--- src/rtl/packet_decoder_if.sv ---
// Packet input bus and audio FIFO read port shared by the packet decoder and its source/sink.
interface packet_decoder_if #(
    parameter int AUDIO_BIT_WIDTH = 16
) ();
    logic                            packet_valid;
    logic [23:0]                     header;
    logic [3:0][55:0]                sub;
    logic                            busy;
    logic [1:0][AUDIO_BIT_WIDTH-1:0] audio_sample_word;
    logic                            audio_valid;
    logic                            audio_ready;
    logic                            audio_block_start;
    logic                            audio_parity_error;

    modport master (
        output packet_valid, header, sub, audio_ready,
        input  busy, audio_sample_word, audio_valid, audio_block_start, audio_parity_error
    );

    modport slave (
        input  packet_valid, header, sub, audio_ready,
        output busy, audio_sample_word, audio_valid, audio_block_start, audio_parity_error
    );
endinterface

--- src/rtl/packet_decoder.sv ---
// Data-island packet decoder: ACR capture, audio sample extraction into a FWFT FIFO,
// and checksummed InfoFrame field updates (AVI VIC, audio channel count).
module packet_decoder #(
    parameter int AUDIO_BIT_WIDTH = 16,
    parameter int FIFO_DEPTH      = 8
) (
    input  logic                clk_pixel,
    input  logic                reset_n,
    packet_decoder_if.slave     bus,
    output logic                audio_overflow,
    output logic [19:0]         acr_cts,
    output logic [19:0]         acr_n,
    output logic                acr_update,
    output logic [6:0]          avi_vic,
    output logic                avi_seen,
    output logic [2:0]          aif_channel_count,
    output logic                info_checksum_error,
    output logic                unknown_packet
);
    localparam int W  = AUDIO_BIT_WIDTH;
    localparam int AW = $clog2(FIFO_DEPTH);

    typedef enum logic [2:0] {
        S_IDLE,
        S_ACR,
        S_AUDIO,
        S_INFO_SUM,
        S_INFO_COMMIT
    } state_t;

    typedef struct packed {
        logic [W-1:0] right;
        logic [W-1:0] left;
        logic         block_start;
        logic         parity_error;
    } sample_t;

    function automatic logic [7:0] body_sum(input logic [55:0] s);
        logic [7:0] acc;
        acc = '0;
        for (int j = 0; j < 7; j++) acc = acc + s[8*j +: 8];
        return acc;
    endfunction

    state_t           state, state_next;
    logic             accept;
    logic [7:0]       hb0_in;
    logic [7:0]       hb0_q;
    logic [3:0]       present_q;
    logic [3:0]       block_q;
    logic [3:0][55:0] sub_q;
    logic [1:0]       idx_q;
    logic [7:0]       sum_q;
    logic [55:0]      cur_sub;

    assign hb0_in     = bus.header[7:0];
    assign accept     = (state == S_IDLE) && bus.packet_valid;
    assign cur_sub    = sub_q[idx_q];
    assign bus.busy   = (state != S_IDLE);
    assign acr_update = (state == S_ACR);

    // NOTE: sequential state uses non-blocking assignments only.
    always_ff @(posedge clk_pixel) begin
        if (!reset_n) state <= S_IDLE;
        else          state <= state_next;
    end

    // NOTE: every variable gets a default first so no latch is inferred.
    always_comb begin
        state_next = state;
        case (state)
            S_IDLE: begin
                if (bus.packet_valid) begin
                    case (hb0_in)
                        8'h01:               state_next = S_ACR;
                        8'h02:               state_next = S_AUDIO;
                        8'h82, 8'h83, 8'h84: state_next = S_INFO_SUM;
                        default:             state_next = S_IDLE;
                    endcase
                end
            end
            S_ACR:         state_next = S_IDLE;
            S_AUDIO:       if (idx_q == 2'd3) state_next = S_IDLE;
            S_INFO_SUM:    if (idx_q == 2'd3) state_next = S_INFO_COMMIT;
            S_INFO_COMMIT: state_next = S_IDLE;
            default:       state_next = S_IDLE;
        endcase
    end

    // The header byte sum seeds the checksum so INFO_SUM only adds one body subpacket per cycle.
    always_ff @(posedge clk_pixel) begin
        if (!reset_n) begin
            hb0_q     <= '0;
            present_q <= '0;
            block_q   <= '0;
            sub_q     <= '0;
            idx_q     <= '0;
            sum_q     <= '0;
        end else if (accept) begin
            hb0_q     <= hb0_in;
            present_q <= bus.header[11:8];
            block_q   <= bus.header[23:20];
            sub_q     <= bus.sub;
            idx_q     <= '0;
            sum_q     <= bus.header[7:0] + bus.header[15:8] + bus.header[23:16];
        end else if (state == S_AUDIO || state == S_INFO_SUM) begin
            idx_q <= idx_q + 2'd1;
            sum_q <= sum_q + body_sum(cur_sub);
        end
    end

    sample_t     push_sample;
    sample_t     head;
    sample_t     fifo_mem [FIFO_DEPTH];
    logic [AW:0] wr_ptr, rd_ptr;
    logic        fifo_empty, fifo_full;
    logic        push, pop, push_ok;

    always_comb begin
        push_sample.left         = cur_sub[23:24-W];
        push_sample.right        = cur_sub[47:48-W];
        push_sample.block_start  = block_q[idx_q];
        push_sample.parity_error = (^{cur_sub[23:0], cur_sub[50:48], cur_sub[51]})
                                 | (^{cur_sub[47:24], cur_sub[54:52], cur_sub[55]});
    end

    assign fifo_empty = (wr_ptr == rd_ptr);
    assign fifo_full  = ((wr_ptr ^ rd_ptr) == {1'b1, {AW{1'b0}}});
    assign push       = (state == S_AUDIO) && present_q[idx_q];
    assign pop        = !fifo_empty && bus.audio_ready;
    // A pop in the same cycle frees the slot, so a push onto a full FIFO still lands.
    assign push_ok    = push && (!fifo_full || pop);

    always_ff @(posedge clk_pixel) begin
        if (!reset_n) begin
            wr_ptr <= '0;
            rd_ptr <= '0;
        end else begin
            if (push_ok) wr_ptr <= wr_ptr + (AW+1)'(1);
            if (pop)     rd_ptr <= rd_ptr + (AW+1)'(1);
        end
    end

    // NOTE: storage is deliberately not reset; the pointers alone define which entries are live.
    always_ff @(posedge clk_pixel) begin
        if (push_ok) fifo_mem[wr_ptr[AW-1:0]] <= push_sample;
    end

    assign head                   = fifo_mem[rd_ptr[AW-1:0]];
    assign bus.audio_valid        = !fifo_empty;
    assign bus.audio_sample_word  = fifo_empty ? '0 : {head.right, head.left};
    assign bus.audio_block_start  = !fifo_empty && head.block_start;
    assign bus.audio_parity_error = !fifo_empty && head.parity_error;

    always_ff @(posedge clk_pixel) begin
        if (!reset_n) begin
            acr_cts             <= '0;
            acr_n               <= '0;
            avi_vic             <= '0;
            avi_seen            <= 1'b0;
            aif_channel_count   <= '0;
            info_checksum_error <= 1'b0;
            unknown_packet      <= 1'b0;
            audio_overflow      <= 1'b0;
        end else begin
            unknown_packet <= accept && !(hb0_in inside {8'h00, 8'h01, 8'h02, 8'h82, 8'h83, 8'h84});
            if (push && !push_ok) audio_overflow <= 1'b1;
            if (accept && hb0_in == 8'h01) begin
                acr_cts <= {bus.sub[0][11:8], bus.sub[0][23:16], bus.sub[0][31:24]};
                acr_n   <= {bus.sub[0][35:32], bus.sub[0][47:40], bus.sub[0][55:48]};
            end
            if (state == S_INFO_COMMIT) begin
                if (sum_q != 8'h00) begin
                    info_checksum_error <= 1'b1;
                end else if (hb0_q == 8'h82) begin
                    avi_vic  <= sub_q[0][38:32];
                    avi_seen <= 1'b1;
                end else if (hb0_q == 8'h84) begin
                    aif_channel_count <= sub_q[0][10:8];
                end
            end
        end
    end
endmodule

--- src/flat_wrapper.sv ---
// flat-port wrapper written by rule: the top's interface ports become plain ports
module packet_decoder_flat 
#(
    parameter int AUDIO_BIT_WIDTH = 16,
    parameter int FIFO_DEPTH      = 8
)
  (clk_pixel, reset_n, audio_overflow, acr_cts, acr_n, acr_update, avi_vic, avi_seen, aif_channel_count, info_checksum_error, unknown_packet, bus_packet_valid, bus_header, bus_sub, bus_audio_ready, bus_busy, bus_audio_sample_word, bus_audio_valid, bus_audio_block_start, bus_audio_parity_error);
  packet_decoder_if #(.AUDIO_BIT_WIDTH(AUDIO_BIT_WIDTH)) bus_i ();
  input  logic clk_pixel;
  input  logic reset_n;
  output logic audio_overflow;
  output logic [19:0] acr_cts;
  output logic [19:0] acr_n;
  output logic acr_update;
  output logic [6:0] avi_vic;
  output logic avi_seen;
  output logic [2:0] aif_channel_count;
  output logic info_checksum_error;
  output logic unknown_packet;
  input wire logic [$bits(bus_i.packet_valid)-1:0] bus_packet_valid;
  input wire logic [$bits(bus_i.header)-1:0] bus_header;
  input wire logic [$bits(bus_i.sub)-1:0] bus_sub;
  input wire logic [$bits(bus_i.audio_ready)-1:0] bus_audio_ready;
  output wire logic [$bits(bus_i.busy)-1:0] bus_busy;
  output wire logic [$bits(bus_i.audio_sample_word)-1:0] bus_audio_sample_word;
  output wire logic [$bits(bus_i.audio_valid)-1:0] bus_audio_valid;
  output wire logic [$bits(bus_i.audio_block_start)-1:0] bus_audio_block_start;
  output wire logic [$bits(bus_i.audio_parity_error)-1:0] bus_audio_parity_error;
  assign bus_i.packet_valid = bus_packet_valid;
  assign bus_i.header = bus_header;
  assign bus_i.sub = bus_sub;
  assign bus_i.audio_ready = bus_audio_ready;
  assign bus_busy = bus_i.busy;
  assign bus_audio_sample_word = bus_i.audio_sample_word;
  assign bus_audio_valid = bus_i.audio_valid;
  assign bus_audio_block_start = bus_i.audio_block_start;
  assign bus_audio_parity_error = bus_i.audio_parity_error;
  packet_decoder #(.AUDIO_BIT_WIDTH(AUDIO_BIT_WIDTH), .FIFO_DEPTH(FIFO_DEPTH)) u_core (.clk_pixel(clk_pixel), .reset_n(reset_n), .bus(bus_i), .audio_overflow(audio_overflow), .acr_cts(acr_cts), .acr_n(acr_n), .acr_update(acr_update), .avi_vic(avi_vic), .avi_seen(avi_seen), .aif_channel_count(aif_channel_count), .info_checksum_error(info_checksum_error), .unknown_packet(unknown_packet));
endmodule
--- config.mk ---
export PLATFORM = sky130hd
export DESIGN_NAME = packet_decoder_flat
export DESIGN_NICKNAME = d
export VERILOG_FILES = /design/src/rtl/packet_decoder_if.sv /design/src/rtl/packet_decoder.sv /design/src/flat_wrapper.sv
export SDC_FILE = /design/constraint.sdc
export NUM_CORES = 1
export LEC_CHECK = 0
export CELL_PAD_IN_SITES_DETAIL_PLACEMENT = 1
export CELL_PAD_IN_SITES_GLOBAL_PLACEMENT = 1
export CORE_MARGIN = 4
export CORE_UTILIZATION = 40
export CTS_BUF_LIST = sky130_fd_sc_hd__clkbuf_4 sky130_fd_sc_hd__clkbuf_8
export DETAILED_ROUTE_END_ITERATION = 10
export PLACE_DENSITY = 0.7
export SKIP_CTS_REPAIR_TIMING = 1
export SLEW_MARGIN = 20
export SYNTH_ARGS = -nofsm -noshare
export SYNTH_HDL_FRONTEND = slang
export SYNTH_SLANG_ARGS = --single-unit
--- constraint.sdc ---
create_clock -name clk_pixel -period 6.9 [get_ports clk_pixel]
set_clock_uncertainty 0.1 [all_clocks]
set_input_delay 1.035 -clock clk_pixel [delete_from_list [all_inputs] [get_ports clk_pixel]]
set_output_delay 1.035 -clock clk_pixel [all_outputs]
set_load 0.01 [all_outputs]
==> results.toml, run 1 <==
[finish]
final_util_pct = 50.4
nNetsFinal = 2770
fin_area_um2 = 31900
syn_to_final_growth_pct = 24.0
drive_gt1_share_pct = 13.4
multiInputGateArea_um2 = 10400
nFillCells = 6577
regArea_um2 = 14500

[grt]
grt_usage_pct = 22.8
grt_pass1_vias = 19000
grt-ovfl-total = 0
grt_pass1_wl_um = 117000
grt_max_degree = 216
antenna_found_initial = 20

[setup_path]
crit_top_cell = "fa_1"
cp_slowest_cell = "dfxtp_4"
worstPathCellList = "buf_4, mux4_2, inv_1, fa_1, fa_1, fa_1, fa_1, inv_1, ha_1, fa_1, a21oi_1, nor2_1, nor2_1, xor2_1, o211ai_1, o211a_1"
crit_path_end_kind = "flip-flop"
rr_startpoint = "u_core.idx_q[0]"
worstPathArrival_ns = 5.93
reg2reg_depth = 16
reg2reg_setup_slack_ns = 1.43
critPathRequiredTime_ns = 7.35
critical_path_class = "reg2reg"
start_kind = "flip-flop"
crit_path_max_incr_delay_ns = 0.86
r2r-end = "u_core.sum_q[6]"
worstPathMaxFanout = 37

[clock_tree]
clock-sinks = 590
cts-htree-levels = 3
cts-buffers-inserted = 96
clkLatencyLatePin_ns = 0.68
cts_tree = "done"
clk_pin_slew_ns = 0.06
cts_root_buf = "clkbuf_8"
clockBufferDepth = 3

[timing]
tightest_slew_ns = 1.21
final.setup.tns_ns = 0
worst_slack_ns = 1.43
rsz0062_at_grt = "no"
setup_viol = 0
drv_slew = 0
timing.final.crit_share_pct = 79.3
slew-limit-headroom_pct = 19.3
finalCriticalPeriod_ns = 5.47
max_freq_mhz = 183
finalHoldViolCount = 0

[pwr]
power_leakage_nw = 11.0
finalPower_mw = 8.00
p_comb_share_pct = 12.5
switching_share_pct = 25.1
peakVddDrop_mv = 0.150
p_per_area_nw_per_um2 = 250
clkPwrFrac_pct = 39.7
p_seq_share_pct = 47.8
switchingPower_mw = 2.00
p_int_mw = 5.99

[placement]
place_ws_ns = 1.41
place.gp.congestion = 0.821
port_buffers = 342
dpl-instance-area_um2 = 29900
dp_hpwl_um = 55400

[drt]
ant_nets = 0
dr.pass1.iters = 4
vias_per_cell = 5.15
wl_per_cell_um = 23.2
drtIter0Drc = 1004
route.met3.wl_um = 4880
drc = 0
wl_met2_um = 37500
dr.max_layer_used = "met5"
m1WireLength_um = 34100
vias = 17400
wirelength_um = 78400

[floorplanning]
row_count = 92
start_util_pct = 40.6
fp.dieH_um = 262
dieArea_um2 = 68500
die-width_um = 262
core_um2 = 63400
io_pins = 343

[hold_path]
hold_start = "u_core.sub_q[110]"
min_to = "u_core.sub_q[110]"
hold_depth = 2
holdCritPathClass = "reg2reg"

[synthesis]
syn_area_um2 = 25800
ys.warnings.count = 0
synthFlopType = "dfxtp_1"
ys_seq_area_share_pct = 56.4
ys_ff_latch = 590
synth_edf_count = 272
netlist_instances = 2133
synth_nets = 2449
synthArstFlopShare_pct = 0
ys_types = 44
synth.avg_cell_area_um2 = 12.1

[flow_run]
cap_violations = 0

[run_status]
status = "finished clean"
==> worst max-delay path: cells and delay by family (launching register included) <==
| family | cells | cell delay, ns |
|---|---|---|
| mux | 1 | 0.65 |
| flops | 1 | 0.86 |
| compound gates | 3 | 0.43 |
| xor+xnor | 1 | 0.17 |
| simple gates | 2 | 0.16 |
| buf+inv | 3 | 0.46 |
| fa+ha+maj | 6 | 2.49 |
==> registers in the layout, summed over array words and instances, names as in the netlist, 7 cells and up, named ones only <==
name / count
u_core.acr_n: 20
u_core.hb0_q: 8
u_core.avi_vic: 7
u_core.fifo_mem: 272
u_core.acr_cts: 20
u_core.sub_q: 224
u_core.sum_q: 8
==> cell usage after synthesis, types with 3 or more instances <==
master,n,area share (%)
and2_1,8,0.19
mux4_2,126,11
nand2b_1,4,0.097
dfxtp_1,318,25
nor2b_1,20,0.49
buf_1,4,0.058
a21oi_1,9,0.17
nor3_1,7,0.14
nor3b_1,9,0.26
nand3_1,6,0.12
nand2_1,589,8.6
a21boi_0,281,8.2
and3_1,3,0.073
inv_1,70,1.0
xor2_1,14,0.48
nor2_1,48,0.70
xnor2_2,5,0.32
o21a_1,4,0.12
a21o_1,3,0.087
xnor2_1,63,2.1
edfxtp_1,272,32
ha_1,17,0.83
fa_1,47,3.7
buf_6,6,0.26
buf_2,9,0.17
mux2i_1,46,1.8
o21ai_0,5,0.097
clkbuf_1,120,1.7
==> cells in the final DEF, fill, tap and decap left out, drive strengths merged, types with 2 or more instances in the layout <==
master,n
clkinvlp,3
a21oi,9
dfxtp,318
o211a,2
mux4,126
nor2,48
clkdlybuf4s50,341
clkbuf,139
a21boi,281
edfxtp,272
nor2b,20
xor2,14
diode,10
nor3,7
xnor2,68
and3,3
a21o,3
bufinv,4
clkinv,25
nand4,2
mux2i,46
nand2b,4
o21ai,5
inv,73
nor3b,9
o21a,4
and2,8
fa,47
o21bai,2
nand3,6
nand2,589
buf,23
o211ai,2
ha,17
==> metal layers <==
layer  GRT usage (%)  up-vias
met3            6.01      118
li1                -     8038
met1            30.3     8849
met2            37.0      416
met5               0        -
met4            6.47       20
==> cell type report <==
type	instances	share of cell area, %
repair buffers	364	11.3
clock buffers	139	5.40
multi-input cells	1332	32.6
well taps	846	3.31
flip-flops and latches	590	45.6
diodes	10	0.0784
inverters	70	0.823
clock inverters	35	0.917
==> metrics by stage <==
stage	hold slack, ns	std cells
3_3_place_gp	0.350	3202
4_1_cts	0.368	3376
3_5_place_dp	0.359	3202
2_1_floorplan	0.338	2133
5_1_grt	0.387	3379
6_report	0.363	3386
==> cell families (layout without fill, tap and decap cells) <==
family                     after synthesis  in the layout  synth area share (%)
xor gates and xnor gates                83             83                  3.02
buffers and inverters                  211            608                  3.37
DFF                                    590            590                  56.4
AOI/OAI and AO/OA                      312            312                  9.04
muxes                                  172            172                  12.8
and+or+nand+nor                        701            701                  10.8
adders and majority gates               64             64                  4.48
other                                    0             10                     0
==> power groups by stage <==
stage / Combinational (mW) / Sequential [mW] / Clock, mW
floorplan: 0.611 / 3.87 / 0
global route: 1.10 / 3.83 / 3.43
detailed placement: 1.00 / 3.90 / 0
finish: 0.998 / 3.83 / 3.17
CTS: 1.01 / 3.82 / 3.26
global placement: 0.974 / 3.90 / 0
==> how the worst max path moves through the flow <==
stage | startpoint | to | slack (ns) | cells after the start
6_report | u_core.idx_q[0] | u_core.sum_q[6] | 1.43 | 16
4_1_cts | u_core.idx_q[0] | u_core.sum_q[7] | 1.39 | 17
3_3_place_gp | u_core.idx_q[0] | u_core.sum_q[6] | 1.43 | 16
2_1_floorplan | u_core.idx_q[0] | u_core.sum_q[6] | 1.98 | 18
5_1_grt | u_core.idx_q[0] | u_core.sum_q[7] | 1.13 | 17
3_5_place_dp | u_core.idx_q[0] | u_core.sum_q[7] | 1.41 | 17
No activity file was read; power rests on OpenSTA's default activity.
==> inputs of run 2 (changes only) <==
PLACE_DENSITY = 0.73   (was 0.7)
clock period = 5 ns   (was 6.9 ns; I/O delays follow)
==> run 2 against run 1 <==
Clock power increased by 38%; die area is the same; via count grew 1.4%; register-to-register slack got worse by 1.2 ns; non-clock buffer count up 46; sequential cell count stayed put; core utilization rose by 0.59 points; total power rose by 39%; maximum frequency rose by 14%; final area grew 1.2%; setup slack worse by 1.2 ns; largest cell class unchanged.
==> results.toml, run 2 (synthesis gave the netlist of run 1 again) <==
[pwr]
power_leakage_nw = 11.3
p_per_area_nw_per_um2 = 343
peakVddDrop_mv = 0.171
finalPower_mw = 11.1

[setup_path]
reg2reg_setup_slack_ns = 0.18
cp_slowest_cell = "mux4_2"
crit_path_end_kind = "flip-flop"
crit_top_cell = "fa_1"
start_kind = "flip-flop"
crit_path_max_incr_delay_ns = 0.59
critPathRequiredTime_ns = 5.49
worstPathMaxFanout = 14
reg2reg_depth = 16
rr_startpoint = "u_core.idx_q[0]"
r2r-end = "u_core.sum_q[6]"
worstPathArrival_ns = 5.30
worstPathCellList = "buf_12, mux4_2, fa_1, inv_1, fa_1, fa_1, inv_1, fa_1, ha_1, fa_2, a21oi_2, nor2_1, nor2_1, xor2_1, o211ai_1, o211a_1"
critical_path_class = "reg2reg"

[clock_tree]
clockBufferDepth = 3
cts-htree-levels = 3
clk_pin_slew_ns = 0.05
cts-buffers-inserted = 97
clkLatencyLatePin_ns = 0.70
cts_tree = "done"
clock-sinks = 590
cts_root_buf = "clkbuf_8"

[finish]
nNetsFinal = 2817
regArea_um2 = 14500
largest_reg_flops = 272
layout_commonest_cell = "nand2_1"
syn_to_final_growth_pct = 25.5
multiInputGateArea_um2 = 10400
nFillCells = 6630
drive_gt1_share_pct = 15.2
most-common-layout-cells = "nand2_1 (588), clkdlybuf4s50_1 (341), dfxtp_1 (313), a21boi_0 (281), edfxtp_1 (272)"

[timing]
setup_viol = 0
whs_ns = 0.358
drv_slew = 0
rsz0062_at_grt = "no"
timing.final.crit_share_pct = 96.4
finalHoldViolCount = 0
finalCriticalPeriod_ns = 4.82
tightest_slew_ns = 1.04
slew-limit-headroom_pct = 30.8
max_freq_mhz = 208
worst_slack_ns = 0.182
final.setup.tns_ns = 0

[flow_run]
cap_violations = 0

[grt]
grt_pass1_wl_um = 119000
antenna_found_initial = 7
grt-ovfl-total = 0
grt_pass1_vias = 19200
grt_usage_pct = 23.1
grt_max_degree = 169

[drt]
drtIter0Drc = 1100
vias_per_cell = 5.17
wl_per_cell_um = 23.1
vias = 17700
drc = 0
wirelength_um = 79000
dr.pass1.iters = 5
ant_nets = 0

[floorplanning]
io_pins = 343
dieArea_um2 = 68500
die-width_um = 262
core_um2 = 63400
row_count = 92
start_util_pct = 40.6
fp.dieH_um = 262

[run_status]
status = "finished clean"

[placement]
port_buffers = 342
place_ws_ns = 0.0876
place.gp.congestion = 0.853
dp_hpwl_um = 57400

[hold_path]
min_to = "u_core.acr_n[1]"
holdCritPathClass = "reg2reg"
hold_start = "u_core.acr_n[1]"
hold_depth = 2
-- run 2: layer usage --
metal	up-vias	global-route usage [%]	routed length (um)
met5	-	0	63
met4	10	6.63	1990
met3	121	5.54	4700
met2	457	37.8	38400
met1	8988	30.8	33800
li1	8117	-	-
-- run 2: area by class of cell --
type / instances / share of cell area [%]
Sequential cell: 590 / 45.0
Multi-Input combinational cell: 1332 / 32.3
Timing Repair Buffer: 410 / 12.4
Clock buffer: 144 / 5.51
Tap cell: 846 / 3.28
Inverter: 70 / 0.813
Clock inverter: 27 / 0.689
Antenna cell: 2 / 0.0155
-- run 2: critical path, delay by kind of cell (launching register included) --
kind	cells	cell delay, ns
adders and majority gates	6	2.60
muxes	1	0.59
AOI/OAI and AO/OA	3	0.41
DFF	1	0.38
buffers and inverters	3	0.28
and+or+nand+nor	2	0.18
xor gates and xnor gates	1	0.17
-- run 2: through the flow --
step	utilization, %	cells	cell area, um2
final	50.9	3421	32300
after global routing	50.9	3419	32300
after CTS	50.8	3413	32200
after detailed placement	47.7	3242	30200
after global placement	47.7	3242	30200
after floorplan	-	2133	25800
-- run 2: worst max-delay path by stage --
stage | start | endpoint | cells past startpoint
2_1_floorplan | u_core.idx_q[0] | u_core.sum_q[6] | 18
3_3_place_gp | u_core.idx_q[0] | u_core.sum_q[6] | 17
3_5_place_dp | u_core.idx_q[0] | u_core.sum_q[7] | 16
4_1_cts | u_core.idx_q[0] | u_core.sum_q[7] | 14
5_1_grt | u_core.idx_q[0] | u_core.sum_q[7] | 15
6_report | u_core.idx_q[0] | u_core.sum_q[6] | 16
-- run 2: report_power, final --
group	internal (mW)	switching, mW
Combinational	0.675	0.780
Clock	2.44	1.93
Sequential	5.20	0.0808
==> inputs of run 3 (changes only) <==
CORE_MARGIN = unset   (was 4)
==> run 3 against run 2 <==
Sequential cell count unchanged; final area up 1.3%; final cell count up 0.88%.
==> results.toml, run 3 (synthesis gave the netlist of run 1 again) <==
[flow_run]
cap_violations = 0

[timing]
finalCriticalPeriod_ns = 4.90
tightest_slew_ns = 1.04
finalHoldViolCount = 0
worst_slack_ns = 0.0995
setup_viol = 0
slew-limit-headroom_pct = 31.0
timing.final.crit_share_pct = 98.0
drv_slew = 0
rsz0062_at_grt = "yes"
max_freq_mhz = 204

[floorplanning]
io_pins = 343
start_util_pct = 40.7
fp.dieH_um = 256
dieArea_um2 = 65400
die-width_um = 256
core_um2 = 63300
row_count = 92

[placement]
port_buffers = 342
place_ws_ns = 0.0233
place.gp.congestion = 0.856
dp_hpwl_um = 55300
dpl-instance-area_um2 = 30200
place_inst = 3236

[grt]
grt_pass1_wl_um = 117000
grt_pass1_vias = 19200
grt-ovfl-total = 0
grt_usage_pct = 23.7
grt_use_met1_pct = 29.7
grt_util_met2_pct = 39.8
grt_use_met3_pct = 6.27
grt.busiest_layer = "met2"
grt_max_degree = 180
antenna_found_initial = 10

[clock_tree]
clock-sinks = 590
cts-htree-levels = 3
clockBufferDepth = 3
clkLatencyLatePin_ns = 0.69
cts_tree = "done"
cts_root_buf = "clkbuf_8"
clk_pin_slew_ns = 0.07
cts-buffers-inserted = 99

[hold_path]
hold_depth = 2
holdCritPathClass = "reg2reg"

[run_status]
status = "finished clean"

[pwr]
p_per_area_nw_per_um2 = 343
power_leakage_nw = 11.5
peakVddDrop_mv = 0.187

[setup_path]
crit_path_end_kind = "flip-flop"
worstPathArrival_ns = 5.40
critPathRequiredTime_ns = 5.50
reg2reg_depth = 17
start_kind = "flip-flop"
worstPathMaxFanout = 5
critical_path_class = "reg2reg"

[finish]
most-common-layout-cells = "nand2_1 (588), clkdlybuf4s50_1 (341), dfxtp_1 (313), a21boi_0 (280), edfxtp_1 (272)"
nFillCells = 6642
multiInputGateArea_um2 = 10500
largest_reg_flops = 272
nNetsFinal = 2839
layout.cells.non_filler = 3451
syn_to_final_growth_pct = 27.1
fin_area_um2 = 32700
layout_commonest_cell = "nand2_1"
drive_gt1_share_pct = 16.2
regArea_um2 = 14500

[drt]
vias_per_cell = 5.12
drtIter0Drc = 861
wirelength_um = 78500
ant_nets = 0
wl_per_cell_um = 22.8
drc = 0
vias = 17700
dr.pass1.iters = 4
run 3: changes by cell type in the layout (fill, tap and decap cells not counted), moves of 3 or more:
cell / change
clkbuf_16: +3
inv_1: -10
inv_6: -3
clkinv_1: +14
clkbuf_8: +9
clkinvlp_4: +3
buf_12: +7
clkbuf_4: -10
buf_4: +7
inv_2: +10
run 3: power by group:
part	leakage [nW]	switching (mW)	total, mW	internal (mW)
Sequential	5.07	0.0799	5.28	5.20
Clock	1.09	1.95	4.46	2.50
Combinational	5.29	0.790	1.49	0.700
run 3: layer usage:
layer	wire length [um]	vias to the layer above
met5	80	-
met4	2210	12
met2	38300	472
met1	33300	8906
met3	4620	122
li1	-	8145
run 3: path summary, 6_finish.rpt:
check / startpoint / to / slack (ns)
setup / recovery: u_core.idx_q[0] / u_core.sum_q[7] / 0.1
setup reg to reg: u_core.idx_q[0] / u_core.sum_q[7] / 0.1
hold / removal: u_core.sub_q[127] / u_core.sub_q[127] / 0.37
hold reg to reg: u_core.sub_q[127] / u_core.sub_q[127] / 0.37
run 3: per-stage QoR:
step	power, mW	setup TNS [ns]	utilization [%]	hold WS (ns)
after floorplan	6.18	0	-	0.338
after global placement	6.76	0	47.7	0.350
after detailed placement	6.80	0	47.7	0.357
after CTS	11.3	-0.0106	51.0	0.365
after global routing	11.7	-0.0904	51.7	0.379
final	11.2	0	51.7	0.367
run 3: final cells by class:
| type | count | area share [%] |
|---|---|---|
| Antenna cell | 2 | 0.0153 |
| Inverter | 70 | 0.803 |
| Sequential cell | 590 | 44.4 |
| Timing Repair Buffer | 430 | 13.2 |
| Tap cell | 846 | 3.23 |
| Clock inverter | 38 | 0.765 |
| Multi-Input combinational cell | 1332 | 31.9 |
| Clock buffer | 143 | 5.59 |
run 3: critical path: stages (launching register included):
cell	delay (ns)
dfxtp_4	0.44
buf_6	0.13
clkbuf_16	0.14
mux4_2	0.57
fa_1	0.54
fa_1	0.54
fa_1	0.57
inv_2	0.04
fa_1	0.50
inv_2	0.06
ha_4	0.20
a21o_1	0.16
a21oi_2	0.15
o21bai_1	0.11
a21oi_2	0.14
xnor2_1	0.13
nor2_1	0.07
o32ai_2	0.20
